File: config.mk
export PLATFORM = sky130hd
export DESIGN_NAME = led_pattern_gen
export DESIGN_NICKNAME = d
export VERILOG_FILES = /design/src/rtl/led_pattern_gen.sv
export SDC_FILE = /design/constraint.sdc
export NUM_CORES = 1
export LEC_CHECK = 0
export BUFFER_PORTS_ARGS = -buffer_cell sky130_fd_sc_hd__clkbuf_2
export CORE_ASPECT_RATIO = 1.2
export CORE_MARGIN = 4
export CORE_UTILIZATION = 30
export DETAILED_ROUTE_END_ITERATION = 12
export HOLD_SLACK_MARGIN = 0.12
export SKIP_CTS_REPAIR_TIMING = 1
export SYNTH_ARGS = -nofsm -noshare
export SYNTH_HDL_FRONTEND = slang
export SYNTH_SLANG_ARGS = --single-unit
File: constraint.sdc
create_clock -name clk -period 5.15 [get_ports clk]
set_input_delay 0.7725 -clock clk [delete_from_list [all_inputs] [get_ports clk]]
set_output_delay 0.7725 -clock clk [all_outputs]
set_load 0.05 [all_outputs]
File: src/rtl/led_pattern_gen.sv
// -----------------------------------------------------------------------------
// led_pattern_gen
//
// LED pattern engine for board bring-up. A free-running prescaler produces a
// one-clock `tick` every 2^PRESCALE_W clocks; each tick advances the selected
// pattern on the LED bank.
//
//   mode 0 : binary down-counter (classic blinky)
//   mode 1 : binary up-counter
//   mode 2 : bouncing one-hot scanner, end bits shown once per pass
//   mode 3 : "breathe" - PWM duty ramps up and down, all LEDs share the duty
//
// `mode` is only looked at on tick edges. A new mode spends its first tick
// loading its start state, so a mode switch never shows a half-stepped value.
//
// Parameters
//   N_LED      : LED bank width (>= 1)
//   PRESCALE_W : prescaler width, tick period is 2^PRESCALE_W clocks
//   PWM_W      : PWM counter / duty width for breathe mode (>= 2)
//
// Ports
//   clk    in   fabric clock, rising edge
//   resetn in   asynchronous active-low reset (deassert synchronously upstream)
//   mode   in   pattern select, 2 bits
//   pause  in   freezes prescaler and pattern while high (PWM keeps running)
//   led    out  LED drive, active-high, registered
//   tick   out  one-clock pulse marking a pattern step, registered
// -----------------------------------------------------------------------------
module led_pattern_gen #(
  parameter int N_LED      = 4,
  parameter int PRESCALE_W = 20,
  parameter int PWM_W      = 8
) (
  input  logic             clk,
  input  logic             resetn,
  input  logic [1:0]       mode,
  input  logic             pause,
  output logic [N_LED-1:0] led,
  output logic             tick
);

  typedef enum logic [1:0] {
    MODE_DOWN    = 2'd0,
    MODE_UP      = 2'd1,
    MODE_SCAN    = 2'd2,
    MODE_BREATHE = 2'd3
  } mode_e;

  // Direction is shared by scanner and breathe; both reload it on entry.
  // "Up" is encoded as 0 so the reset value is a valid start direction.
  localparam logic DIR_UP   = 1'b0;
  localparam logic DIR_DOWN = 1'b1;

  localparam logic [N_LED-1:0] SCAN_INIT = N_LED'(1);

  // Registered state
  logic [PRESCALE_W-1:0] pre;
  logic [N_LED-1:0]      cnt;
  logic [N_LED-1:0]      scan;
  logic                  dir;
  logic [PWM_W-1:0]      duty;
  logic [PWM_W-1:0]      pwm_cnt;
  mode_e                 mode_q;

  // Next-state values
  logic                  step;
  mode_e                 mode_in;
  mode_e                 mode_n;
  logic [N_LED-1:0]      cnt_n;
  logic [N_LED-1:0]      scan_n;
  logic                  dir_n;
  logic [PWM_W-1:0]      duty_n;
  logic [N_LED-1:0]      led_n;

  always_comb begin
    // A tick that coincides with pause is dropped, so a pending mode
    // change waits for the next unpaused tick.
    step    = tick & ~pause;
    mode_in = mode_e'(mode);
    mode_n  = mode_q;
    cnt_n   = cnt;
    scan_n  = scan;
    dir_n   = dir;
    duty_n  = duty;

    if (step) begin
      if (mode_in != mode_q) begin
        // Entering a new mode: load its start state, do not step.
        mode_n = mode_in;
        case (mode_in)
          MODE_DOWN, MODE_UP: cnt_n = '0;
          MODE_SCAN: begin
            scan_n = SCAN_INIT;
            dir_n  = DIR_UP;
          end
          default: begin
            duty_n = '0;
            dir_n  = DIR_UP;
          end
        endcase
      end else begin
        case (mode_q)
          MODE_DOWN: cnt_n = cnt - 1'b1;
          MODE_UP:   cnt_n = cnt + 1'b1;
          MODE_SCAN: begin
            if (N_LED == 1) begin
              scan_n = scan;
            end else if (dir == DIR_UP) begin
              scan_n = scan << 1;
              // Turn around in the same step that lands on the end bit,
              // so the end bit is shown for one tick only.
              if (scan_n[N_LED-1]) dir_n = DIR_DOWN;
            end else begin
              scan_n = scan >> 1;
              if (scan_n[0]) dir_n = DIR_UP;
            end
          end
          default: begin
            if (dir == DIR_UP) begin
              duty_n = duty + 1'b1;
              if (&duty_n) dir_n = DIR_DOWN;
            end else begin
              duty_n = duty - 1'b1;
              if (duty_n == '0) dir_n = DIR_UP;
            end
          end
        endcase
      end
    end

    // Counter/scanner LEDs show the freshly stepped value one clock after
    // tick. Breathe LEDs are a registered compare of the current PWM
    // counter and duty, i.e. one stage behind them.
    case (mode_n)
      MODE_SCAN:    led_n = scan_n;
      MODE_BREATHE: led_n = {N_LED{pwm_cnt < duty}};
      default:      led_n = cnt_n;
    endcase
  end

  always_ff @(posedge clk or negedge resetn) begin
    if (!resetn) begin
      pre     <= '0;
      tick    <= 1'b0;
      cnt     <= '0;
      scan    <= '0;
      dir     <= DIR_UP;
      duty    <= '0;
      pwm_cnt <= '0;
      mode_q  <= MODE_DOWN;
      led     <= '0;
    end else begin
      if (!pause) pre <= pre + 1'b1;
      tick    <= (&pre) & ~pause;
      // PWM keeps running through pause so a paused breathe stays lit.
      pwm_cnt <= pwm_cnt + 1'b1;
      mode_q  <= mode_n;
      cnt     <= cnt_n;
      scan    <= scan_n;
      dir     <= dir_n;
      duty    <= duty_n;
      led     <= led_n;
    end
  end

endmodule

==> results.ini <==
[outcome]
status = complete, no violations

[setup_path]
rr_worst_depth = 6
crit_arrival_ps = 2420
path_delay_family = flip-flops
reg2reg_from = duty[2]$_DFFE_PN0P_
crit_chain = inv_1 -> ha_1 -> nand2_1 -> o21a_1 -> o21ai_0 -> or3b_2
worstSetupEndpointType = register
crit_buf_inv = 1
critical_path.max_fanout = 10
critical_path_class = register to register
cpMaxStageDelayCell = dfrtp_1
rr_endpoint = led[3]$_DFF_PN0_
cp-start-kind = register
rrSetupSlack_ps = 2900
cpPeakStageDelay_ps = 540
cp.required_ps = 5320

[final_layout]
final_common_cell = dfrtp_1
nNetsFinal = 324
antenna_cells = 0
areaGrowthSynthToFinish_pct = 10.67
final_util = 0.3383
drive_above_1_share = 0.08553
fill_cells = 953
layout_common_cells = dfrtp_1, nand2_1, xnor2_1

[synth]
synth_fa_ha_area_frac = 0.07140
seq_area_frac_synth = 0.4473
synth_simple_gate_area_frac = 0.2065
synth_xor_xnor_area_share = 0.09333
synth-edff-count = 0
avgSynthCellArea_um2 = 9.828
synth-seq-cells = 52
ys_warn_count = 0
synthCells = 296
synth-main-ff-cell = dfrtp_1
synth_top_family_by_area = simple AND/OR/NAND/NOR gates
synth_cell_types = 49
synthArstFlopShare = 1.000
synth-compound-area-share = 0.1290
syn-cell-area_um2 = 2909
synthMuxAreaShare = 0.01462
syn_nets = 317

[cts]
tritoncts = built
cts.clk_slew.worst_paths_ps = 70
clockBufferDepth = 2
insertion_delay_ps = 290
htreeDepth = 2
cts_buffers = 5
clock-sinks = 52
ctsRootBufferMaster = clkbuf_16

[pwr]
ir_drop_v = 0.0001809
p_total_uw = 870.6
leakage_uw = 0.001442
power_density_nw_per_um2 = 270.4

[routing]
firstDrtPassIters = 4
num_vias = 2152
route.antenna.remaining_nets = 0
remaining_drc_errors = 0
drtIter0Drc = 142
via_per_inst = 5.040
detail_route.wl_per_cell_um = 13.32
totalWireLength_um = 5688

[grt]
grt_pass1_wl_um = 9618
overflow = 0
grt_pass1_vias = 2053
grt_max_degree = 53
antenna_found_initial = 0
grt_usage = 0.1028

[hold_path]
hold_class = register to register
holdPathEnd = pre[13]$_DFFE_PN0N_
min-delay-start = pre[13]$_DFFE_PN0N_
worstHoldPathCells = 1

[placement]
gp_congestion = 0.8499
port_buffers = 9
hpwl_um = 4160

[sta]
worst_slew_pin_slew_ps = 663.7
hold_viol_final = 0
setup_violations = 0
drv_slew = 0
slew_headroom = 0.5575
max_freq_mhz = 443.9
min_period_ps = 2253
tns_ps = 0
final.period_utilization = 0.4375
clock_skew_ps = 7.051
fin_hold_ws_ps = 458.7
rsz0062_at_grt = no

[job]
maxCapViolations = 0

[die]
die_w_um = 97.89
io_pins = 10
core_area_um2 = 9515
start_util = 0.3057
rows = 39
die_area_um2 = 11340
die-height_um = 115.9

[layout make-up]
cell class / count / area (um2) / share of cell area
sequential: 52 / 1301 / 0.4042
clock buffer: 5 / 125.1 / 0.03887
multi-input combinational: 217 / 1498 / 0.4652
inverter: 17 / 63.81 / 0.01982
clock inverter: 3 / 25.02 / 0.007773
tap: 123 / 153.9 / 0.04780
timing repair buffer: 10 / 52.55 / 0.01632
[cell families (layout without fill, tap and decap cells)]
| logic type | Yosys count | after routing |
|---|---|---|
| simple gates | 111 | 111 |
| compound gates | 55 | 55 |
| flops | 52 | 52 |
| xor+xnor | 31 | 31 |
| buf+inv | 27 | 35 |
| fa+ha+maj | 16 | 16 |
| mux | 4 | 4 |
[stage by stage]
step | instances | cell area, um2 | setup slack, ps
finish | 427 | 3219 | 2897
global route | 427 | 3219 | 2766
CTS | 427 | 3219 | 2890
detailed placement | 419 | 3069 | 2812
global placement | 419 | 3069 | 2865
floorplan | 296 | 2909 | 2886
[power breakdown]
part	total (uW)	internal (uW)	switching, uW	leakage (uW)
Clock	341	184	157	0.0000708
Combinational	62.5	32.3	30.2	0.000684
Sequential	468	435	32.1	0.000688
[routing by layer]
layer | share of wire | GRT usage
met1 | 0.46 | 0.1247
met2 | 0.49 | 0.1812
met3 | 0.028 | 0.01686
met4 | 0.022 | 0.04340
met5 | 0 | 0
[synthesized netlist by cell type (3+ instances only)]
library cell  count  area (um2)
and3_1            4       25.02
xor2_1            7       61.31
dfrtp_1          52        1301
nor3_1            7       35.03
nand3_1          12       60.06
a21o_1            6       45.04
and3b_1           3       26.28
clkbuf_1          8       30.03
nor2_1           14       52.55
nand4_1          12       75.07
ha_1             15       187.7
nand2_1          28       105.1
or3b_2            3       26.28
a21oi_1           9       45.04
nor4_1            5       31.28
o21a_1            3       22.52
o21ai_0          13       65.06
o31ai_1           4       30.03
nor2b_1           3       18.77
inv_1            17       63.81
xnor2_1          24       210.2
nand2b_1         10       62.56
[flip-flops by register name, indices dropped and copies added, names as in the netlist]
signal and cells:
led 4, cnt 4, pre 20, scan 4
mode_q 2, duty 8, pwm_cnt 8, tick 1
dir 1
[worst max-delay path by stage]
stage                              startpoint               end  slack [ps]  depth (start not counted)
after floorplan                         pause  led[3]$_DFF_PN0_        2890                          6
after global placement                  pause  led[3]$_DFF_PN0_        2870                          6
after detailed placement                pause  led[3]$_DFF_PN0_        2810                          6
after CTS                 duty[2]$_DFFE_PN0P_  led[3]$_DFF_PN0_        2890                          6
after global routing      duty[2]$_DFFE_PN0P_  led[3]$_DFF_PN0_        2770                          6
final                     duty[2]$_DFFE_PN0P_  led[3]$_DFF_PN0_        2900                          6
No activity file was read; power rests on OpenSTA's default activity.
